## config.mk

```make
export PLATFORM = sky130hd
export DESIGN_NAME = av_char_sink
export DESIGN_NICKNAME = d
export VERILOG_FILES = /design/src/rtl/av_char_sink.sv
export SDC_FILE = /design/constraint.sdc
export NUM_CORES = 1
export LEC_CHECK = 0
export CORE_MARGIN = 5
export CORE_UTILIZATION = 48
export CTS_CLUSTER_DIAMETER = 120
export DETAILED_ROUTE_END_ITERATION = 10
export PLACE_DENSITY = 0.87
export SYNTH_ARGS = -nofsm -noshare
export SYNTH_HDL_FRONTEND = slang
export SYNTH_SLANG_ARGS = --single-unit
```

## constraint.sdc

```tcl
create_clock -name clk -period 2.6 [get_ports clk]
set_input_delay 0.52 -clock clk [delete_from_list [all_inputs] [get_ports clk]]
set_output_delay 0.52 -clock clk [all_outputs]
set_load 0.03 [all_outputs]
```

## src/rtl/av_char_sink.sv

```systemverilog
// Avalon-MM character sink: byte writes to DATA_ADDR enter a FIFO drained on a valid/ready stream.
// Optional stall timeout (drop byte, flag overflow) is built when AV_CHAR_SINK_TIMEOUT_EN is defined.
module av_char_sink #(
    parameter int          FIFO_DEPTH     = 8,
    parameter logic [15:0] DATA_ADDR      = 16'h0100,
    parameter logic [15:0] STATUS_ADDR    = 16'h0101,
    parameter int          TIMEOUT_CYCLES = 1024
) (
    input  logic        clk,
    input  logic        reset_n,
    input  logic [15:0] av_address,
    input  logic        av_write,
    input  logic        av_read,
    input  logic [15:0] av_writedata,
    output logic [15:0] av_readdata,
    output logic        av_waitrequest,
    output logic [7:0]  tx_data,
    output logic        tx_valid,
    input  logic        tx_ready
);

    localparam int AW = $clog2(FIFO_DEPTH);
    localparam int CW = AW + 1;
    localparam logic [CW-1:0] FULL_COUNT = CW'(FIFO_DEPTH);

    logic [7:0]    mem [FIFO_DEPTH];
    logic [AW-1:0] rd_ptr_reg;
    logic [AW-1:0] wr_ptr_reg;
    logic [AW-1:0] rd_ptr_inc;
    logic [CW-1:0] count_reg;
    logic [CW-1:0] count_next;
    logic [7:0]    head_reg;
    logic [7:0]    head_next;
    logic [6:0]    count_ext;
    logic          full;
    logic          empty;
    logic          data_wr;
    logic          stalled;
    logic          push;
    logic          pop;
    logic          timeout_hit;
    logic          overflow;
    logic          unused_sig;

    // Full comes from the registered count only, so a pop never releases a stalled push in the same cycle.
    assign full       = (count_reg == FULL_COUNT);
    assign empty      = (count_reg == '0);
    assign data_wr    = av_write && (av_address == DATA_ADDR);
    assign stalled    = data_wr && full;
    assign push       = data_wr && !full;
    assign pop        = !empty && tx_ready;
    assign rd_ptr_inc = rd_ptr_reg + 1'b1;
    assign count_ext  = 7'(count_reg);

    assign av_waitrequest = stalled && !timeout_hit;
    assign tx_valid       = !empty;
    assign tx_data        = head_reg;
    assign unused_sig     = ^{av_writedata[15:8], TIMEOUT_CYCLES[0]};

`ifdef AV_CHAR_SINK_TIMEOUT_EN
    localparam int TW = $clog2(TIMEOUT_CYCLES) + 1;
    localparam logic [TW-1:0] TIMEOUT_LAST = TW'(TIMEOUT_CYCLES - 1);

    logic [TW-1:0] stall_cnt_reg;
    logic          overflow_reg;

    // On the terminal count the stalled write is acknowledged and its byte thrown away.
    assign timeout_hit = stalled && (stall_cnt_reg == TIMEOUT_LAST);
    assign overflow    = overflow_reg;

    always_ff @(posedge clk or negedge reset_n) begin
        if (!reset_n) begin
            stall_cnt_reg <= '0;
            overflow_reg  <= 1'b0;
        end else begin
            if (stalled && !timeout_hit)
                stall_cnt_reg <= stall_cnt_reg + 1'b1;
            else
                stall_cnt_reg <= '0;

            if (timeout_hit)
                overflow_reg <= 1'b1;
            else if (av_write && (av_address == STATUS_ADDR) && av_writedata[15])
                overflow_reg <= 1'b0;
        end
    end
`else
    assign timeout_hit = 1'b0;
    assign overflow    = 1'b0;
`endif

    always_comb begin
        count_next = count_reg;
        case ({push, pop})
            2'b10:   count_next = count_reg + 1'b1;
            2'b01:   count_next = count_reg - 1'b1;
            default: count_next = count_reg;
        endcase
    end

    // head_reg tracks the byte that will sit at the FIFO head after this edge; it holds when empty.
    always_comb begin
        head_next = head_reg;
        if (pop) begin
            if (count_reg > CW'(1))
                head_next = mem[rd_ptr_inc];
            else if (push)
                head_next = av_writedata[7:0];
        end else if (empty && push) begin
            head_next = av_writedata[7:0];
        end
    end

    always_ff @(posedge clk or negedge reset_n) begin
        if (!reset_n) begin
            rd_ptr_reg <= '0;
            wr_ptr_reg <= '0;
            count_reg  <= '0;
            head_reg   <= 8'h00;
        end else begin
            if (push)
                wr_ptr_reg <= wr_ptr_reg + 1'b1;
            if (pop)
                rd_ptr_reg <= rd_ptr_inc;
            count_reg <= count_next;
            head_reg  <= head_next;
        end
    end

    always_ff @(posedge clk) begin
        if (push)
            mem[wr_ptr_reg] <= av_writedata[7:0];
    end

    // A read issued together with a write returns zero; reset forces zero regardless.
    always_comb begin
        av_readdata = 16'h0000;
        if (reset_n && av_read && !av_write) begin
            if (av_address == STATUS_ADDR)
                av_readdata = {overflow, full, empty, 6'b000000, count_ext};
            else if (av_address == DATA_ADDR)
                av_readdata = {8'h00, head_reg};
        end
    end

endmodule

```

Word level (Yosys, flattened, before mapping)
Memory sizes are Yosys's and may differ from the RTL's. Index checks and enable logic that the tools add are counted.

Add/sub/neg operators: 4. Magnitude comparators: 1. Eq/ne operators: 6. Mux-type cells: 10. Reduce and logical (&&, ||, !) cells: 14.

Operators with widths (number): 8-bit two-way mux (5); 16-bit by 9-bit equality test with 1-bit output, second input constant (2); 15-bit two-way mux (2); 4-bit one-hot mux with 2 select lines (1); 1-bit logical AND (7); 3-bit by 1-bit adder with 3-bit output, second input constant (2); 4-bit by 1-bit adder with 4-bit output, second input constant (1); 4-bit equality test, second input constant (1); 4-bit by 1-bit greater-than comparator with 1-bit output, second input constant (1); 4-bit logical NOT (1); 2-bit nonzero test (2); 4-bit by 1-bit subtractor with 4-bit output, second input constant (1); 1-bit logical NOT (3); 3-bit by 2-bit inequality test with 1-bit output, second input constant (1); 2-bit by 1-bit equality test with 1-bit output, second input constant (1); 2-bit equality test, second input constant (1); 1-bit two-way mux (2); 2-bit AND reduction (1).

Flip-flop bits (word level): 18. RAM bits: 64. Input port bits: 37. Output and inout bits: 26. Logic and storage cells: 40. Memories: 1.

Memory list: mem (words 8, width 8, read ports 1, clocked after Yosys merged registers in 0, wr ports 1, line 26) `logic [7:0] mem [FIFO_DEPTH];`.

Longest topological paths before layout
Gate-level depths: netlist (run 1).

Depth after elaboration: 6. Gate-level depth with buffers: 11.

Least setup slack after synthesis (run 1)
No wires, ideal clock.

Kind: input-to-reg. Start: input av_address[14]. End: memory mem[4][0], enable pin. Library setup time: 0.398 ns. Arrival: 2.294 ns. Required time: 2.202 ns. Path slack: -0.092 ns. Stages on the path: 5. Path through: nor3_1 > nand4_4 > nor2_2 > nand2_2 > nor4b_1.

Longest elaborated chain between the ends: 5.

Ends and longest elaborated chain: start: declaration (line 11) `input logic [15:0] av_address,`; 16-bit by 9-bit equality test with 1-bit output (line 48) `assign data_wr = av_write && (av_address == DATA_ADDR);`; 1-bit logical AND (line 48); 1-bit logical AND (line 50) `assign push = data_wr && !full;`; 1-bit two-way mux (line 131) `if (push)`; 1-bit two-way mux (not written as such) (line 132) `mem[wr_ptr_reg] <= av_writedata[7:0];`; end: declaration (line 26).

No other way between the ends.

Worst setup path in the final report (run 1)
Start: register count_reg[0]. End: output av_waitrequest.

Longest elaborated chain between the ends: 2.

Ends and longest elaborated chain: start: declaration (line 30) `logic [CW-1:0] count_reg;`; start signal: assignment (line 125) `count_reg <= count_next;`; 4-bit equality test (line 46) `assign full = (count_reg == FULL_COUNT);`; 1-bit logical AND (line 49) `assign stalled = data_wr && full;`; end: declaration (line 16) `output logic av_waitrequest,`.

No other way between the ends.

==> flow_metrics.env, run 1 <==
export IMPL_outcome="finished, final reports clean"
export IMPL_drv_slew=0
export IMPL_synthTopCellsByArea="sky130_fd_sc_hd__edfxtp_1 (50%), sky130_fd_sc_hd__dfrtp_1 (12%), sky130_fd_sc_hd__mux2i_1 (6.5%)"
export IMPL_hold_class="register to register"
export IMPL_rrSetupSlack_ns=0.18
export IMPL_globalRouteMet2Util=0.305
export IMPL_min_delay_path_depth=2
export IMPL_core_rowCount=32
export IMPL_static_leakage_power_uw=0.00182
export IMPL_netlist_area_mm2=0.00384
export IMPL_synth_simple_gate_area_frac=0.130
export IMPL_sequential_cell_area_mm2=0.00237
export IMPL_die_h_um=99.5
export IMPL_nets=399
export IMPL_postSynthAreaPerCell_um2=13.7
export IMPL_tcrit_tclk_final=0.951
export IMPL_most_used_routing_layer_in_global_routing="met2"
export IMPL_internal_cell_power_uw=2870
export IMPL_cpMaxStageDelayCell="sky130_fd_sc_hd__dfrtp_1"
export IMPL_power_frac_clock=0.203
export IMPL_grt_usage=0.176
export IMPL_ys_seq_elements=82
export IMPL_max_reg_flops=64
export IMPL_fp_dieW_um=99.5
export IMPL_synth_sequential_area_ratio=0.617
export IMPL_ctsRootBufferMaster="sky130_fd_sc_hd__clkbuf_8"
export IMPL_critPathCaptureType="output port"
export IMPL_yosys_top_cells_count="sky130_fd_sc_hd__edfxtp_1 (64), sky130_fd_sc_hd__mux2i_1 (25), sky130_fd_sc_hd__a31oi_1 (24), sky130_fd_sc_hd__nor2b_1 (21), sky130_fd_sc_hd__dfrtp_1 (18)"
export IMPL_clkSlewWorstSetupHoldPaths_ns=0.09
export IMPL_fraction_of_post_synthesis_cell_area_in_the_top_cell_type_by_area=0.500
export IMPL_critPathRequiredTime_ns=2.08
export IMPL_detailroute_via_count=2573
export IMPL_max_cap_violations=0
export IMPL_crit_path_start_kind="register"
export IMPL_cts_root_to_sink_buffers=2
export IMPL_synth_enable_flop_cells=64
export IMPL_synthToLayoutAreaGrowth_pct=24.7
export IMPL_cts_htree_levels=3
export IMPL_initialDrtViolationCount=192
export IMPL_yosys_warnings=0
export IMPL_ys_async_sr_fraction=0.220
export IMPL_critical_path_cell_chain="inv_1 -> ha_1 -> nand3b_1 -> buf_4 -> nor3_1 -> buf_4"
export IMPL_vias_per_cell=5.58
export IMPL_worst_max_slew_pin_slew_ns=0.486
export IMPL_timing_setup_critical_path_class="register to output port"
export IMPL_grt_max_degree=50
export IMPL_worstRegToRegCells=11
export IMPL_grt_met3_usage=0.0414
export IMPL_worst_path_most_repeated_cell="sky130_fd_sc_hd__buf_4"
export IMPL_routed_wirelength_um=8330
export IMPL_power_net_switching_uw=1870
export IMPL_ir_worst_vdd_uv=646
export IMPL_drt_pass1_iterations=4
export IMPL_critPathArrivalTime_ns=1.95
export IMPL_detailedPlacementHpwl_um=5560
export IMPL_multi_input_area_mm2=0.00138
export IMPL_dp_slack_ns=-0.306
export IMPL_comb_power_share=0.444
export IMPL_maxClockFrequency_mhz=405
export IMPL_yosys_most_used_dff="sky130_fd_sc_hd__edfxtp_1"
export IMPL_final_layout_size_suffix_gt1_frac=0.217
export IMPL_cp_peak_stage_delay_ns=0.46
export IMPL_share_seq_of_total_power=0.353
export IMPL_hold_viol_final=0
export IMPL_cts_hold_buffers_added=0
export IMPL_floorplan_io_pins=63
export IMPL_number_of_global_route_vias_before_repair=2621
export IMPL_antenna_cells=0
export IMPL_num_fill_cells=598
export IMPL_floorplan_initialDensity=0.495
export IMPL_synthMuxAreaShare=0.0710
export IMPL_critPathMaxFanout=7
export IMPL_synth_fa_ha_area_frac=0.0260
export IMPL_ys_types=42
export IMPL_yosys_cell_count_top_type="sky130_fd_sc_hd__edfxtp_1"
export IMPL_synthCells=280
export IMPL_synth_compound_gate_area_share=0.0951
export IMPL_port_buffers=48
export IMPL_placeableCoreArea_mm2=0.00777
export IMPL_post_route_drc_count=0
export IMPL_routedWlPerCell_um=18.1
export IMPL_insertion_delay_ns=0.35
export IMPL_grtUsageMet1=0.216
export IMPL_grt_antenna_before_repair=0
export IMPL_tritoncts="done"
export IMPL_swShare=0.394
export IMPL_slew_limit_headroom=0.668
export IMPL_floorplan_die_area_mm2=0.00990
export IMPL_gpl_final_weighted_congestion=0.896
export IMPL_global_route_overflow_total=0
export IMPL_layout_setup_ws_ns=0.128
export IMPL_drtAntennaViolNets=0
export IMPL_post_synth_xor_area_fraction=0.0205
export IMPL_synth_top_family_by_area="simple AND/OR/NAND/NOR gates"
export IMPL_timing_final_setup_violations=0
export IMPL_grt_pass1_wl_um=13300
export IMPL_timing_setup_tns_ns=0
export IMPL_cts_sink_count=82
export IMPL_fin_worst_skew_ns=0.00989
export IMPL_numCtsBuffers=9
export IMPL_synth_largest_area_cell="sky130_fd_sc_hd__edfxtp_1"
export IMPL_layout_min_cycle_time_ns=2.47
export IMPL_p_per_area_mw_per_mm2=988
==> cell type report <==
cell class / instances / share of cell area
repair buffers: 77 / 0.137
well taps: 102 / 0.0266
clock inverters: 7 / 0.0180
clock buffers: 9 / 0.0258
flip-flops and latches: 82 / 0.495
multi-input cells: 172 / 0.288
inverters: 12 / 0.00940
==> power by group through the flow <==
stage | logic [µW] | clock network [µW] | registers [µW]
final | 2100 | 963 | 1670
after global routing | 2270 | 1040 | 1690
after CTS | 2090 | 978 | 1670
after detailed placement | 2090 | 0 | 1700
after global placement | 2020 | 0 | 1690
after floorplan | 1340 | 0 | 1800
==> repair_timing <==
item,4_1_cts,5_1_grt
buffers inserted,1,0
pin swaps,7,7
resized for setup,25,18
endpoints found under the hold margin,0,0
setup endpoints to repair,11,17
==> worst max-delay path, delay by kind of cell, from the launching register on <==
family	cells	cell delay, ns
simple gates	2	0.39
buf+inv	3	0.54
fa+ha+maj	1	0.21
flops	1	0.46
==> per-layer routing <==
layer	vias up	wire [µm]
met2	120	4160
li1	1206	-
met3	8	748
met4	0	81
met1	1239	3340
met5	-	0
==> metrics by stage <==
step                hold slack, ns  total power, µW  cells   util  cell area, µm²
finish                       0.538             4730    461  0.617            4790
global route                 0.574             5010    461  0.617            4790
CTS                          0.544             4730    461  0.617            4790
detailed placement           0.527             3790    444  0.589            4570
global placement             0.496             3700    444  0.589            4570
floorplan                    0.224             3140    285      -            3860
==> cells by family after synthesis <==
kind of cell    after synthesis
other cells                   1
xor+xnor                      9
mux                          27
simple gates                 71
fa+ha+maj                     8
buf+inv                      31
flops                        82
compound gates               51
==> worst paths after layout <==
check / startpoint / endpoint
worst min register to register: tx_data[4] / tx_data[4]
worst min-delay path: tx_data[4] / tx_data[4]
min in group asynchronous: reset_n / count_reg[3]
worst max register to register: count_reg[0] / tx_data[2]
worst max-delay path: count_reg[0] / av_waitrequest
max in group asynchronous: reset_n / tx_data[5]
==> placed cells by master (no fill, tap or decap), types with 7 or more instances in the layout <==
cell and instances:
sky130_fd_sc_hd__clkbuf_8 9, sky130_fd_sc_hd__ha_1 8, sky130_fd_sc_hd__nand2_1 7, sky130_fd_sc_hd__mux2i_1 25
sky130_fd_sc_hd__nor2_1 8, sky130_fd_sc_hd__edfxtp_1 64, sky130_fd_sc_hd__buf_4 36, sky130_fd_sc_hd__a31oi_1 24
sky130_fd_sc_hd__a2111oi_0 16, sky130_fd_sc_hd__dfrtp_1 18, sky130_fd_sc_hd__inv_1 12, sky130_fd_sc_hd__clkdlybuf4s50_1 21
sky130_fd_sc_hd__nor2b_1 21
Power figures use the tool's default switching activity.
==> run 2: changes to the inputs <==
--- a/config.mk
+++ b/config.mk
@@ -10,6 +10,7 @@
 export CTS_CLUSTER_DIAMETER = 120
 export DETAILED_ROUTE_END_ITERATION = 10
 export PLACE_DENSITY = 0.87
+export SLEW_MARGIN = 20
 export SYNTH_ARGS = -nofsm -noshare
 export SYNTH_HDL_FRONTEND = slang
 export SYNTH_SLANG_ARGS = --single-unit
==> results of run 2 <==
Final layout, timing and power as in run 1 (identical DEF).
==> run 3: changes to the inputs <==
--- a/config.mk
+++ b/config.mk
@@ -9,7 +9,8 @@
 export CORE_UTILIZATION = 48
 export CTS_CLUSTER_DIAMETER = 120
 export DETAILED_ROUTE_END_ITERATION = 10
-export PLACE_DENSITY = 0.87
+export PLACE_DENSITY = 0.76
+export RECOVER_POWER = 50
 export SLEW_MARGIN = 20
 export SYNTH_ARGS = -nofsm -noshare
 export SYNTH_HDL_FRONTEND = slang
==> run 3 against run 2 <==
Combinational power about the same. First-iteration DRC count shrank 14%. Core utilization is essentially flat. Power is 2.0% lower. Cell count is 0.43% higher. Sequential power is essentially flat. Clock-buffer cell count unchanged. Critical path depth increased by 2. Worst hold slack got worse by 0.018 ns. Setup slack got worse by 0.028 ns. Final area barely moved.
==> flow_metrics.env, run 3 (synthesis results as in run 1) <==
export IMPL_initialDrtViolationCount=165
export IMPL_outcome="finished, final reports clean"
export IMPL_maxClockFrequency_mhz=400
export IMPL_routedWlPerCell_um=17.2
export IMPL_number_of_global_route_vias_before_repair=2492
export IMPL_fp_dieW_um=99.5
export IMPL_max_reg_flops=64
export IMPL_detailroute_via_count=2509
export IMPL_crit_path_start_kind="input port"
export IMPL_p_per_area_mw_per_mm2=969
export IMPL_post_route_util=0.617
export IMPL_critPathMaxFanout=8
export IMPL_drtAntennaViolNets=0
export IMPL_commonest_cells_after_routing_fill_and_taps_aside="sky130_fd_sc_hd__edfxtp_1 (64), sky130_fd_sc_hd__buf_4 (37), sky130_fd_sc_hd__mux2i_1 (25)"
export IMPL_layoutNonFillerInstCount=463
export IMPL_numCtsBuffers=9
export IMPL_cpMaxStageDelayCell="sky130_fd_sc_hd__nor4_4"
export IMPL_max_cap_violations=0
export IMPL_cts_sink_count=82
export IMPL_mostFrequentLayoutCell="sky130_fd_sc_hd__edfxtp_1"
export IMPL_layout_setup_ws_ns=0.100
export IMPL_cts_root_to_sink_buffers=2
export IMPL_synthToLayoutAreaGrowth_pct=24.7
export IMPL_tcrit_tclk_final=0.961
export IMPL_cts_hold_buffers_added=0
export IMPL_critPathArrivalTime_ns=1.98
export IMPL_final_layout_size_suffix_gt1_frac=0.199
export IMPL_grt_pass1_wl_um=12800
export IMPL_numPlacedInstances=446
export IMPL_hold_class="register to register"
export IMPL_drv_slew=0
export IMPL_die_h_um=99.5
export IMPL_fin_worst_skew_ns=0.0103
export IMPL_dp_slack_ns=-0.259
export IMPL_floorplan_initialDensity=0.495
export IMPL_floorplan_io_pins=63
export IMPL_global_route_overflow_total=0
export IMPL_rrSetupSlack_ns=0.27
export IMPL_tritoncts="done"
export IMPL_grt_max_degree=39
export IMPL_port_buffers=48
export IMPL_worst_path_buf_inv=3
export IMPL_layout_min_cycle_time_ns=2.50
export IMPL_floorplan_die_area_mm2=0.00990
export IMPL_num_fill_cells=623
export IMPL_post_route_drc_count=0
export IMPL_timing_final_setup_violations=0
export IMPL_worst_max_slew_pin_slew_ns=0.997
export IMPL_hold_viol_final=0
export IMPL_antenna_cells=0
export IMPL_vias_per_cell=5.42
export IMPL_routed_wirelength_um=7970
export IMPL_setup_repair_after_global_routing_missed_its_margin="yes"
export IMPL_cts_htree_levels=3
export IMPL_drt_pass1_iterations=7
export IMPL_hold_ws_ns=0.520
export IMPL_critPathRequiredTime_ns=2.08
export IMPL_placeableCoreArea_mm2=0.00777
export IMPL_ir_worst_vdd_uv=568
export IMPL_gpl_final_weighted_congestion=0.830
export IMPL_ctsRootBufferMaster="sky130_fd_sc_hd__clkbuf_8"
export IMPL_static_leakage_power_uw=0.00183
export IMPL_core_rowCount=32
export IMPL_critical_path_cell_chain="dlygate4sd2_1 -> nor4_4 -> nand4_4 -> nor4_4 -> buf_4 -> nand2_2 -> o21ai_1 -> buf_4"
export IMPL_nets=401
export IMPL_slew_limit_headroom=0.335
export IMPL_critPathCaptureType="output port"
export IMPL_timing_setup_critical_path_class="input port to output port"
export IMPL_detailedPlacementHpwl_um=5440
export IMPL_clkSlewWorstSetupHoldPaths_ns=0.08
export IMPL_grt_antenna_before_repair=0
export IMPL_insertion_delay_ns=0.35
export IMPL_worst_path_dominant_cell_family="simple AND/OR/NAND/NOR gates"
export IMPL_grt_usage=0.166
export IMPL_cp_peak_stage_delay_ns=0.32
export IMPL_timing_setup_tns_ns=0
-- run 3: changes by cell type in the layout (fill, tap and decap cells not counted), moves of 4 or more --
cell / change
sky130_fd_sc_hd__clkdlybuf4s15_1: -4
sky130_fd_sc_hd__clkdlybuf4s50_1: -9
sky130_fd_sc_hd__clkbuf_2: -6
sky130_fd_sc_hd__dlygate4sd3_1: +9
sky130_fd_sc_hd__dlygate4sd2_1: +8
-- run 3: cell type report --
class	count	area, µm²	share of cell area
Sequential cell	82	2370	0.495
Inverter	12	45.0	0.00940
Clock buffer	9	124	0.0258
Clock inverter	7	60.1	0.0125
Multi-Input combinational cell	172	1380	0.289
Tap cell	102	128	0.0266
Timing Repair Buffer	79	679	0.142
-- run 3: final timing paths --
path | cells past startpoint | endpoint | from
setup / recovery | 8 | av_readdata[1] | av_address[6]
hold / removal | 1 | rd_ptr_reg[1] | rd_ptr_reg[1]
setup reg to reg | 10 | tx_data[1] | count_reg[1]
hold reg to reg | 1 | rd_ptr_reg[1] | rd_ptr_reg[1]
max in group asynchronous | 2 | count_reg[0] | reset_n
min in group asynchronous | 2 | tx_data[6] | reset_n
-- run 3: where the power goes --
group | switching, µW | leakage [µW] | internal [µW]
clock network | 487 | 0.0000969 | 367
registers | 116 | 0.000795 | 1540
logic | 1250 | 0.000938 | 888
total | 1850 | 0.00183 | 2790
-- run 3: stage by stage --
stage                     power [µW]  cell area [µm²]
after floorplan                 3140             3860
after global routing            4940             4790
after CTS                       4670             4780
after detailed placement        3820             4590
after global placement          3750             4590
final                           4640             4790
-- run 3: timing repair --
action / 4_1_cts / 5_1_grt
pin swaps: 8 / 4
gates resized for setup: 21 / 6
setup buffers: 1 / 0
endpoints found under the setup margin: 10 / 13
-- run 3: worst reg2reg max path: cells and delay by family, from the launching register on --
kind	cells	cell delay (ns)
buffers and inverters	2	0.22
AO/OA/AOI/OAI	2	0.57
multiplexers	1	0.25
flip-flops	1	0.42
adder cells (fa/ha/maj)	2	0.37
AND/OR/NAND/NOR	3	0.43
-- run 3: metal layers --
layer / wire, µm / GRT usage / vias up / share of wire
met2: 3830 / 0.272 / 99 / 0.48
met3: 645 / 0.0540 / 8 / 0.081
met4: 74 / 0.0347 / 0 / 0.0093
li1: - / - / 1212 / -
met1: 3420 / 0.219 / 1190 / 0.43
met5: 0 / 0 / - / 0
